File: src/rtl/muldiv_pkg.sv
// Shared constants for the sequential RV32M multiply/divide unit: funct3 op codes,
// FSM state encoding and the special-case result values.
package muldiv_pkg;

    localparam logic [2:0] MD_MUL    = 3'd0;
    localparam logic [2:0] MD_MULH   = 3'd1;
    localparam logic [2:0] MD_MULHSU = 3'd2;
    localparam logic [2:0] MD_MULHU  = 3'd3;
    localparam logic [2:0] MD_DIV    = 3'd4;
    localparam logic [2:0] MD_DIVU   = 3'd5;
    localparam logic [2:0] MD_REM    = 3'd6;
    localparam logic [2:0] MD_REMU   = 3'd7;

    typedef enum logic [1:0] {
        ST_IDLE = 2'd0,
        ST_CALC = 2'd1,
        ST_DONE = 2'd2
    } state_e;

    localparam logic [31:0] DIV_BY_ZERO_Q = 32'hFFFF_FFFF;
    localparam logic [31:0] INT_MIN       = 32'h8000_0000;

endpackage

File: src/rtl/muldiv_negate.sv
// Conditional two's-complement negate; used for operand magnitudes and sign correction.
module muldiv_negate #(
    parameter int unsigned Width = 64
) (
    input  logic             neg,
    input  logic [Width-1:0] in_val,
    output logic [Width-1:0] out_val
);

    assign out_val = neg ? (~in_val + Width'(1)) : in_val;

endmodule

File: src/rtl/muldiv_seq.sv
// Multi-cycle RV32M multiply/divide responder: radix-2 shift-add multiply, restoring divide.
// Define MULDIV_FAST_MUL_EN to replace the iterative multiply with a single-cycle multiplier.
module muldiv_seq
    import muldiv_pkg::*;
#(
    parameter int unsigned XLEN = 32,
    parameter int unsigned ITER = 32
) (
    input  logic            clk,
    input  logic            rst_n,
    input  logic            req_valid,
    output logic            req_ready,
    input  logic [2:0]      req_op,
    input  logic [XLEN-1:0] req_a,
    input  logic [XLEN-1:0] req_b,
    input  logic            kill,
    output logic            resp_valid,
    input  logic            resp_ready,
    output logic [XLEN-1:0] resp_data,
    output logic            busy
);

    localparam int unsigned CW = $clog2(ITER);

    state_e            state_q;
    logic [2:0]        op_q;
    logic              neg_q;
    logic [2*XLEN-1:0] acc_q;
    logic [XLEN-1:0]   opb_q;
    logic [CW-1:0]     cnt_q;
    logic [XLEN-1:0]   resp_data_q;
    logic              resp_valid_q, req_ready_q, busy_q;

    // Operand signs, magnitudes and special cases, evaluated on the incoming request
    logic            sa, sb, neg_in;
    logic [XLEN-1:0] a_mag, b_mag;
    logic            div_by_zero, div_ovf;
    logic [XLEN-1:0] special_res;

    always_comb begin
        sa = 1'b0;
        sb = 1'b0;
        case (req_op)
            MD_MULH, MD_DIV, MD_REM: begin
                sa = req_a[XLEN-1];
                sb = req_b[XLEN-1];
            end
            MD_MULHSU: sa = req_a[XLEN-1];
            default: ;
        endcase
    end

    assign neg_in = (req_op == MD_REM) ? sa : (sa ^ sb);

    muldiv_negate #(.Width(XLEN)) u_neg_a (.neg(sa), .in_val(req_a), .out_val(a_mag));
    muldiv_negate #(.Width(XLEN)) u_neg_b (.neg(sb), .in_val(req_b), .out_val(b_mag));

    assign div_by_zero = req_op[2] && (req_b == '0);
    assign div_ovf     = ((req_op == MD_DIV) || (req_op == MD_REM)) &&
                         (req_a == INT_MIN) && (req_b == '1);
    assign special_res = div_by_zero ? (req_op[1] ? req_a : DIV_BY_ZERO_Q)
                                     : (req_op[1] ? '0 : INT_MIN);

    logic            fast_hit;
    logic [XLEN-1:0] fast_res;
`ifdef MULDIV_FAST_MUL_EN
    logic signed [2*XLEN-1:0] fast_a, fast_b, fast_prod;
    assign fast_a    = {{(XLEN-1){sa}}, sa, req_a};
    assign fast_b    = {{(XLEN-1){sb}}, sb, req_b};
    assign fast_prod = fast_a * fast_b;
    assign fast_hit  = !req_op[2];
    assign fast_res  = (req_op == MD_MUL) ? fast_prod[XLEN-1:0] : fast_prod[2*XLEN-1:XLEN];
`else
    assign fast_hit = 1'b0;
    assign fast_res = '0;
`endif

    // One iteration step. acc_q holds {accumulator, multiplier} for multiply and
    // {partial remainder, dividend/quotient} for divide.
    logic [XLEN:0]     mul_sum, div_shift, div_diff;
    logic              div_ge;
    logic [2*XLEN-1:0] acc_step, raw_res, corr_res;
    logic [XLEN-1:0]   result;

    assign mul_sum   = {1'b0, acc_q[2*XLEN-1:XLEN]} + (acc_q[0] ? {1'b0, opb_q} : '0);
    assign div_shift = {acc_q[2*XLEN-1:XLEN], acc_q[XLEN-1]};
    assign div_diff  = div_shift - {1'b0, opb_q};
    assign div_ge    = !div_diff[XLEN];

    always_comb begin
        if (op_q[2]) begin
            acc_step = {(div_ge ? div_diff[XLEN-1:0] : div_shift[XLEN-1:0]),
                        acc_q[XLEN-2:0], div_ge};
            raw_res  = {{XLEN{1'b0}}, (op_q[1] ? acc_step[2*XLEN-1:XLEN] : acc_step[XLEN-1:0])};
        end else begin
            acc_step = {mul_sum, acc_q[XLEN-1:1]};
            raw_res  = acc_step;
        end
    end

    muldiv_negate #(.Width(2*XLEN)) u_neg_res (.neg(neg_q), .in_val(raw_res), .out_val(corr_res));

    assign result = ((op_q == MD_MUL) || op_q[2]) ? corr_res[XLEN-1:0]
                                                  : corr_res[2*XLEN-1:XLEN];

    always_ff @(posedge clk or negedge rst_n) begin
        if (!rst_n) begin
            state_q      <= ST_IDLE;
            op_q         <= '0;
            neg_q        <= 1'b0;
            acc_q        <= '0;
            opb_q        <= '0;
            cnt_q        <= '0;
            resp_data_q  <= '0;
            resp_valid_q <= 1'b0;
            req_ready_q  <= 1'b1;
            busy_q       <= 1'b0;
        end else begin
            case (state_q)
                ST_IDLE: begin
                    if (req_valid && !kill) begin
                        op_q        <= req_op;
                        neg_q       <= neg_in;
                        acc_q       <= {{XLEN{1'b0}}, a_mag};
                        opb_q       <= b_mag;
                        cnt_q       <= '0;
                        req_ready_q <= 1'b0;
                        busy_q      <= 1'b1;
                        if (div_by_zero || div_ovf) begin
                            state_q      <= ST_DONE;
                            resp_data_q  <= special_res;
                            resp_valid_q <= 1'b1;
                        end else if (fast_hit) begin
                            state_q      <= ST_DONE;
                            resp_data_q  <= fast_res;
                            resp_valid_q <= 1'b1;
                        end else begin
                            state_q <= ST_CALC;
                        end
                    end
                end
                ST_CALC: begin
                    if (kill) begin
                        state_q     <= ST_IDLE;
                        req_ready_q <= 1'b1;
                        busy_q      <= 1'b0;
                    end else begin
                        acc_q <= acc_step;
                        cnt_q <= cnt_q + 1'b1;
                        if (cnt_q == CW'(ITER - 1)) begin
                            state_q      <= ST_DONE;
                            resp_data_q  <= result;
                            resp_valid_q <= 1'b1;
                        end
                    end
                end
                ST_DONE: begin
                    if (kill || resp_ready) begin
                        state_q      <= ST_IDLE;
                        resp_valid_q <= 1'b0;
                        req_ready_q  <= 1'b1;
                        busy_q       <= 1'b0;
                    end
                end
                default: begin
                    state_q      <= ST_IDLE;
                    resp_valid_q <= 1'b0;
                    req_ready_q  <= 1'b1;
                    busy_q       <= 1'b0;
                end
            endcase
        end
    end

    assign req_ready  = req_ready_q;
    assign resp_valid = resp_valid_q;
    assign resp_data  = resp_data_q;
    assign busy       = busy_q;

endmodule
File: config.mk
export PLATFORM = sky130hd
export DESIGN_NAME = muldiv_seq
export DESIGN_NICKNAME = d
export VERILOG_FILES = /design/src/rtl/muldiv_pkg.sv /design/src/rtl/muldiv_negate.sv /design/src/rtl/muldiv_seq.sv
export SDC_FILE = /design/constraint.sdc
export NUM_CORES = 1
export LEC_CHECK = 0
export CAP_MARGIN = 5
export CORE_UTILIZATION = 30
export DETAILED_ROUTE_END_ITERATION = 8
export PLACE_DENSITY = 0.52
export SYNTH_ARGS = -nofsm -noshare
export SYNTH_HDL_FRONTEND = slang
export SYNTH_SLANG_ARGS = --single-unit
File: constraint.sdc
create_clock -name clk -period 5 [get_ports clk]
set_clock_uncertainty 0.05 [all_clocks]
set_input_delay 1 -clock clk [delete_from_list [all_inputs] [get_ports clk]]
set_output_delay 1 -clock clk [all_outputs]
set_load 0.005 [all_outputs]
---- Yosys cells after proc, flatten, opt, wreduce, memory -nomap -nowiden ----
Index checks and enable logic that the tools add are counted.
operators by class
  add/sub/neg operators ................... 6
  $mul .................................... 0
  divide/modulo/power cells ............... 0
  $lt $le $gt $ge ......................... 0
  equality and inequality tests ........... 16
  shift-type cells ........................ 0
  multiplexer cells ....................... 45
  bitwise gates (word level) .............. 4
  reductions and logical operators ........ 22
operators with widths
  kind                                           count
  2-to-1 mux 32 bit                              13
  2-to-1 mux 64 bit                              5
  one-hot mux 64 bit (2 select lines)            1
  adder 32 x 1 -> 32 bit, second input constant  2
  adder 64 x 1 -> 64 bit, second input constant  1
  == test 32 bit, second input constant          2
  inverter 32 bit                                2
  inverter 64 bit                                1
  one-hot mux 32 bit (2 select lines)            1
  adder 32 x 32 -> 33 bit                        1
  subtractor 33 x 32 -> 33 bit                   1
  logical NOT 32 bit                             1
  2-to-1 mux 1 bit                               13
  inequality test 2 bit, second input constant   6
  2-to-1 mux 2 bit                               5
  2-to-1 mux 5 bit                               2
  one-hot mux 5 bit (2 select lines)             1
  AND reduction 5 bit                            2
  one-hot mux 1 bit (3 select lines)             3
  AND reduction 3 bit                            3
  == test 3 bit, second input constant           2
  one-hot mux 2 bit (3 select lines)             1
  adder 5 x 1 -> 5 bit, second input constant    1
  == test 5 bit, second input constant           1
  other kinds (15)                               22
word-level totals
  bits in registers ....................... 142
  bits in latches ......................... 0
  memory bits (writable) .................. 0
  memory bits (read-only) ................. 0
  output and inout port bits .............. 35
  logic and storage cells ................. 103
  memories ................................ 0

---- Longest topological paths before layout ----
Gate-level depths: netlist of run 1.
  depth in word-level cells ............... 11
  mapped depth ............................ 23
  mapped depth without buffers ............ 20

---- Modules after synthesis ----
A second synthesis of run 1 with hierarchy kept.
second synthesis, totals
  cell total of the unflattened synthesis .. 2016
  area, all modules ....................... 15238.4 µm²
modules (own cells, without submodules)
  module                       times used  cells each  area each (µm²)  sequential area each (µm²)
  muldiv_seq                   1           1612        12035.3          3554.7
  muldiv_negate (u_neg_res)    1           206         1649.1           0.0
  muldiv_negate (u_neg_a ...)  2           99          777.0            0.0

---- Worst setup path before layout of run 1 ----
Ideal clock, no wire load.
  path type ............................... register -> register
  start point ............................. reg acc_q[31]
  end point ............................... reg resp_data_q[2] (netlist: resp_data[2])
  arrival ................................. 4.790 ns
  required time ........................... 4.868 ns
  slack ................................... 0.078 ns
  cell stages (with the launch flop) ...... 24
  path buffers ............................ 3
  clock period less this slack ............ 4.922 ns
  cell sequence ........................... dfrtp_1 inv_1 ha_1 inv_1 fa_1 a211oi_2 o211ai_2 nand3_2 a21oi_4 nor3_2 buf_6 buf_2 o21ai_0 a31oi_1 ha_1 nand2_1 a21oi_1 nand4_2 nor4_4 or4b_1 clkbuf_1 or3_1 a31o_1 a31oi_1
on the way
  longest elaborated chain between the ends .. 11
  elaborated cells between the ends (all ways) .. 12
  classes of those cells .................. add/sub (2); mux (8); bitwise (1); reduce/logical (1)
RTL lines
  what                                                    RTL line                            text
  from (decl)                                             muldiv_seq.sv:28                    logic [2*XLEN-1:0] acc_q;
  from (signal assigned)                                  muldiv_seq.sv:124                   acc_q <= {{XLEN{1'b0}}, a_mag};
  from (signal assigned)                                  muldiv_seq.sv:148                   acc_q <= acc_step;
  subtractor 33 x 32 -> 33 bit                            muldiv_seq.sv:87                    assign div_diff = div_shift - {1'b0, opb_q};
  2-to-1 mux 32 bit or logical NOT 1 bit (tied branches)  muldiv_seq.sv:92, muldiv_seq.sv:88
  2-to-1 mux 32 bit                                       muldiv_seq.sv:94                    raw_res = {{XLEN{1'b0}}, (op_q[1] ? acc_step[2*XLEN-1:XLEN] : acc_step[XLEN-1:0])};
  2-to-1 mux 64 bit *                                     muldiv_seq.sv:91                    if (op_q[2]) begin
  inverter 64 bit                                         muldiv_negate.sv:10                 assign out_val = neg ? (~in_val + Width'(1)) : in_val;
  adder 64 x 1 -> 64 bit                                  muldiv_negate.sv:10
  2-to-1 mux 64 bit *                                     muldiv_negate.sv:10
  2-to-1 mux 32 bit *                                     muldiv_seq.sv:103                   assign result = ((op_q == MD_MUL) || op_q[2]) ? corr_res[XLEN-1:0]
  2-to-1 mux 32 bit *                                     muldiv_seq.sv:150                   if (cnt_q == CW'(ITER - 1)) begin
  2-to-1 mux 32 bit *                                     muldiv_seq.sv:143                   if (kill) begin
  one-hot mux 32 bit (2 select lines) *                   muldiv_seq.sv:119                   case (state_q)
  to (signal assigned)                                    muldiv_seq.sv:131                   resp_data_q <= special_res;
  to (signal assigned)                                    muldiv_seq.sv:135                   resp_data_q <= fast_res;
  to (signal assigned)                                    muldiv_seq.sv:152                   resp_data_q <= result;
  to (decl)                                               muldiv_seq.sv:31                    logic [XLEN-1:0] resp_data_q;
Mark *: on every way between the ends. The rest lies on a longest branch, timed or not. The select of a mux whose other input is x is not followed.
A chain may end at the register's enable or synchronous reset.

---- Worst setup path after layout of run 1 ----
  start point ............................. reg acc_q[31]
  end point ............................... reg resp_data_q[18] (netlist: resp_data[18])
The elaborated chain is that of the path after synthesis.

==> results of run 1 <==
-- kinds of logic (layout without fill, tap and decap cells) --
logic type,count (synthesis),count (layout),share of synthesized area [%]
and+or+nand+nor,932,932,27.9
AOI/OAI and AO/OA,786,786,31.0
buffers and inverters,206,555,5.03
DFF,142,142,22.0
xor gates and xnor gates,113,113,6.12
adders and majority gates,72,72,5.66
muxes,37,37,2.34
other,0,1,0
-- what timing repair did --
item                                    CTS  global route
cloned                                    0             1
hold buffers                              0             0
resized for setup                         4            56
pin swaps                                 0            29
endpoints found under the setup margin   24            32
buffers inserted                          0             8
-- metrics by stage --
step,instances,hold slack [ns]
2_1_floorplan,2288,0.395
3_3_place_gp,3285,0.422
3_5_place_dp,3285,0.429
4_1_cts,3316,0.443
5_1_grt,3325,0.461
6_report,3326,0.439
-- Yosys cell counts, drive strengths merged (33+ instances only) --
cell type | instances | area (µm²)
a21o | 39 | 293
a21oi | 197 | 1020
a31oi | 36 | 262
and2 | 45 | 282
buf | 34 | 169
clkbuf | 101 | 379
dfrtp | 141 | 3530
ha | 70 | 876
inv | 70 | 263
nand2 | 329 | 1240
nand3 | 71 | 360
nand4 | 44 | 282
nor2 | 197 | 742
nor2b | 33 | 206
nor3 | 67 | 340
o21ai | 269 | 1350
xnor2 | 57 | 499
xor2 | 56 | 490
-- metal layers --
layer  share of wire (%)  vias to the layer above
li1                    -                     9053
met1                  43                     9697
met2                  43                      927
met3                 8.8                      197
met4                 4.7                        0
met5                   0                        -
-- power by group --
part | switching, µW | internal, µW
clock | 577 | 883
combinational | 6120 | 3720
sequential | 404 | 1510
total | 7100 | 6120
-- layout by cell type, fill, tap and decap left out, types with 25 or more instances in the layout --
master             n
clkdlybuf4s50_1  105
a21oi_1          186
o21ai_0          247
buf_4            341
dfrtp_1          139
nor2_1           194
nand2b_1          25
and2_1            45
inv_1             68
nor3_1            61
xor2_1            56
nand2_1          327
mux2i_1           30
ha_1              67
a31oi_1           31
nor2b_1           32
nand4_1           43
nand3_1           68
xnor2_1           57
a21o_1            39
-- worst max-delay path, cell delays in order (launching register included) --
cell and delay [ns]:
dfrtp_1 0.39, inv_2 0.08, ha_4 0.14, inv_2 0.04, fa_2 0.37, a211oi_2 0.29
buf_4 0.17, o211ai_4 0.09, nand3_4 0.10, a21o_1 0.15, buf_6 0.12, a21oi_4 0.08
buf_12 0.16, or4_4 0.52, a31oi_4 0.23, nand4_4 0.11, nor4_4 0.41, or4b_4 0.58
and4bb_1 0.34, mux2i_1 0.24, o21ai_1 0.09
-- layout make-up --
class                      instances  area, µm²
multi-input combinational       1940      12100
fill                            5693      31800
sequential                       142       3560
inverter                          71        267
clock inverter                     9        158
timing repair buffer             453       3720
tap                              688        861
clock buffer                      22        484
antenna                            1       2.50
-- registers in the layout (all words and copies together), names as in the netlist --
register	count
busy	1
resp_data	32
cnt_q	5
acc_q	64
opb_q	32
resp_valid	1
req_ready	1
op_q	3
neg_q	1
state_q	2
-- worst paths after layout --
| path | startpoint | end | cells after the start | slack, ns |
|---|---|---|---|---|
| worst max-delay path | acc_q[31] | resp_data[18] | 20 | 0.12 |
| worst min-delay path | cnt_q[4] | cnt_q[4] | 2 | 0.44 |
| worst max register to register | acc_q[31] | resp_data[18] | 20 | 0.12 |
| worst min register to register | cnt_q[4] | cnt_q[4] | 2 | 0.44 |
| max in group asynchronous | rst_n | acc_q[38] | 2 | 3.52 |
| min in group asynchronous | rst_n | resp_data[23] | 1 | 0.46 |
==> run summary, run 1 <==
post-route cell area = 21200 µm²
Area Growth Syn to Fin = 30.8%
core region area = 53000 µm²
most common flop cell mapped by yosys = dfrtp_1
Distinct cells, synth = 105
# DRC = 2
crit path kind = flop to flop
sequential fraction of the synthesis area = 22.0%
CP startpoint kind = flop
Post-Syn Instances = 2288
dpl ws = -0.273 ns
Detail Route Antenna Nets = 0
initial core utilization = 30.5%
Cell Pwr Density = 625 nW/µm²
status = complete, but fails checks
Root Driver = clkbuf_16
worst skew pair latency = 0.49 ns
post-layout worst setup margin = 0.118 ns
vias in the first global route = 19000
DRT iter0 DRCs = 2214
ys async rst share = 100%
gr usage total = 32.7%
Least-Margin Pin Slew = 0.974 ns
VDD IR-drop max = 0.000291 V
worst hold-check path type = flop to flop
Syn Std Cell Area = 16200 µm²
clock sink count = 142
H-tree depth = 4
GRT busiest layer = met2
Final Hold Viols = 0
Routed WL = 89.5 mm
total gr overflow = 0
Mapped Avg Cell Area = 7.07 µm²
DP HPWL = 73.5 mm
First-pass DRT Iterations = 9
fin crit share = 97.6%
violated checks = design-rule violations
Clock Tree Buf Depth = 2
TritonCTS Buffers = 17
Worst-path clk slew = 0.07 ns
Placement Cell Area = 20200 µm²
synth warn = 0
MaxCap Viol Count = 0
DR WL/cell = 26.9 µm
Total Neg Setup Slack = 0 ns
register bit total from synthesis = 142
total power draw = 13200 µW
largest net degree at the start of global routing = 79
DR vias = 19900
Nets = 2769
Net Count, Synth = 2432
Finished Core Util = 40.0%
first-pass GRT wire length = 129 mm
GR Util met1 = 44.0%
Worst Setup End Kind = flop
PortBufs = 106
Req. time, crit path = 5.33 ns
drt via density = 5.98
critical path data arrival time = 5.21 ns
# rows = 84
die width = 234 µm
leakage power = 0.00904 µW
crit path time final = 4.88 ns
Max Fanout on Critical Path = 8
Final Wtd Congestion = 1.05
RSZ-0062 raised after global routing = true
M2 GR Usage = 49.6%
FMAX = 205 MHz
setup violators final = 0
antenna violations before repair = 3
Rel. slew slack = 34.9%
Final Max Slew Viols = 0
share of layout cells above drive strength 1 = 18.4%
die area = 54900 µm²
GR met3 Demand/Resource = 7.56%
CTS tree = built
Vert. Die Dim = 234 µm
count of flip-flops with a built-in enable after synthesis = 0
boundary pin count = 107
No activity file was read; power rests on OpenSTA's default activity.
==> run 2, diff against run 1 <==
Settings changed: CTS_BUF_LIST from default to sky130_fd_sc_hd__clkbuf_8, SYNTH_HIERARCHICAL from default to 1.
==> run 2 against run 1 <==
Cell count decreased by 5.9%. Worst setup slack got worse by 0.50 ns. Largest cell class unchanged. Critical path type unchanged. Sequential power increased by 15%. Via count decreased by 16%. Maximum frequency decreased by 9.4%. First-iteration DRC count decreased by 46%. Area after synthesis decreased by 5.8%. Non-clock buffer count increased by 76. Core utilization increased by 1.9 points. Final area decreased by 0.74%. Die area decreased by 5.8%. The flow finishes with violations (negative setup slack).
==> run summary, run 2 <==
commonest non-fill, non-tap cell in the layout = buf_4
TritonCTS Buffers = 17
Final Wtd Congestion = 0.963
Mapped Avg Cell Area = 7.56 µm²
status = complete, but fails checks
PortBufs = 106
dpl ws = -0.634 ns
post-synthesis mux area share = 2.92%
DRT iter0 DRCs = 1185
CP startpoint kind = flop
Detail Route Antenna Nets = 0
Hold Slack = 0.385 ns
Net Count, Synth = 2159
Syn Std Cell Area = 15200 µm²
core region area = 50200 µm²
post-route cell area = 21000 µm²
initial core utilization = 30.4%
total power draw = 16400 µW
crit path time final = 5.39 ns
drt via density = 5.32
crit path kind = flop to flop
crit path from = opb_q[0]
fin crit share = 108%
# DRC = 0
share of the synthesized area in the top cell type = 23.2%
worst skew pair latency = 0.57 ns
CTS tree = built
sequential fraction of the synthesis area = 23.3%
synth top area cells = dfrtp_1 23%, xnor2_1 8.9%, nand2_1 7.2%
Final Hold Viols = 0
Finished Core Util = 41.9%
adder-cell share of the synthesized area = 5.93%
Area Growth Syn to Fin = 37.9%
die width = 227 µm
Worst-path clk slew = 0.10 ns
setup violators final = 32
leading cell type by number of instances after synthesis = nand2_1
First-pass DRT Iterations = 5
Least-Margin Pin Slew = 1.39 ns
Cell Pwr Density = 778 nW/µm²
Routed WL = 62.4 mm
FMAX = 186 MHz
Largest Register = acc_q
Max Fanout on Critical Path = 7
most common flop cell mapped by yosys = dfrtp_1
compound-cell area share of the yosys netlist = 28.1%
Yosys top cell by area = dfrtp_1
count of flip-flops with a built-in enable after synthesis = 0
total gr overflow = 0
antenna violations before repair = 1
DP HPWL = 48.2 mm
FF-to-FF Start = opb_q[0]
Req. time, crit path = 5.46 ns
top post-synthesis cells by count = 293 x nand2_1, 211 x a21oi_1, 154 x xnor2_1, 144 x o21ai_0, 141 x dfrtp_1
Vert. Die Dim = 227 µm
boundary pin count = 107
Placement Cell Area = 19700 µm²
Clock Tree Buf Depth = 2
Multi-input gate area = 11500 µm²
Final Max Slew Viols = 0
H-tree depth = 4
hold buffer count at cts = 0
Nets = 2588
die area = 51700 µm²
Reg area = 3560 µm²
# rows = 82
Root Driver = clkbuf_8
Post-Syn Instances = 2016
simple-gate share of the synthesized area = 24.9%
ys async rst share = 100%
Worst Setup End Kind = flop
Rel. slew slack = 7.53%
# fillers = 5154
largest net degree at the start of global routing = 91
largest family of logic cells by synthesized area = compound AO/OA/AOI/OAI gates
VDD IR-drop max = 0.000706 V
max FFs per register = 64
leakage power = 0.00901 µW
share of layout cells above drive strength 1 = 24.7%
DR vias = 16700
MaxCap Viol Count = 0
DR WL/cell = 19.9 µm
worst hold-check path type = input port to asynchronous set/reset pin
post-layout worst setup margin = -0.387 ns
XOR/XNOR Fraction of Synth Area = 10.1%
first-pass GRT wire length = 96.1 mm
critical path data arrival time = 5.85 ns
register bit total from synthesis = 142
clock sink count = 142
Distinct cells, synth = 95
vias in the first global route = 16500
RSZ-0062 raised after global routing = true
leading cell types in the layout, fill and taps excluded = 399 x buf_4, 293 x nand2_1, 189 x a21oi_1
gr usage total = 24.7%
synth warn = 6
violated checks = negative setup slack
==> run 2: final timing paths <==
kind,slack [ns],endpoint,depth (start not counted)
min in group clk,0.44,resp_data[14],2
max reg2reg,-0.39,resp_data[13],26
max in group asynchronous,3.58,req_ready,2
min reg2reg,0.44,resp_data[14],2
min,0.39,resp_data[29],1
max,-0.39,resp_data[13],26
==> run 2: cell type report <==
class,instances,share of cell area (%)
sequential,142,17.0
clock buffer,19,1.24
multi-input combinational,1693,54.6
timing repair buffer,529,21.2
antenna,1,0.0119
inverter,62,1.11
clock inverter,13,0.929
tap,672,4.00
==> run 2: kinds of logic (layout without fill, tap and decap cells) <==
logic type / Yosys count / after routing
and+or+nand+nor: 738 / 739
AOI/OAI and AO/OA: 664 / 664
buffers and inverters: 182 / 623
xor gates and xnor gates: 175 / 175
DFF: 142 / 142
adders and majority gates: 71 / 71
muxes: 44 / 44
other: 0 / 1
==> run 2: what timing repair did <==
action / 4_1_cts / 5_1_grt
buffers inserted: 19 / 16
endpoints found under the setup margin: 32 / 32
pin swaps: 24 / 41
cloned: 3 / 1
resized for setup: 62 / 44
==> run 2: power by group <==
group          total (µW)  switching, µW  internal, µW
clock                1160            544           613
sequential           2190            586          1600
combinational       13000           6850          6160
total               16400           7980          8370
==> run 2: per-layer routing <==
metal,routed length (µm),part of all wire [%],GRT usage [%],vias up
li1,-,-,-,8099
met5,0,0,0,-
met2,30600,49,42.3,351
met1,27200,44,31.0,8125
met3,2240,3.6,3.21,81
met4,2300,3.7,10.4,0
==> run 2: stage by stage <==
step	TNS (ns)	cells
6_report	-8.23	3131
5_1_grt	-16.01	3130
4_1_cts	-7.26	3114
3_5_place_dp	-15.04	3060
3_3_place_gp	-11.95	3060
2_1_floorplan	0	2016
==> run 2: worst max-delay path: stages, from the launching register on <==
cell and delay, ns:
dfrtp_1 0.42, ha_4 0.18, fa_2 0.40, nand2b_4 0.17, a21oi_4 0.19, o2111ai_2 0.12
nand3b_1 0.23, a311o_1 0.30, nand3_4 0.15, buf_12 0.17, buf_12 0.13, mux2i_1 0.15
buf_4 0.16, a21oi_2 0.05, a21o_1 0.17, or4_4 0.52, buf_6 0.15, nor3_4 0.11
buf_6 0.14, nand4_4 0.21, buf_4 0.21, o41ai_2 0.29, xnor2_1 0.16, nand2_1 0.09
a21oi_1 0.21, a21oi_1 0.07, o21ai_1 0.13
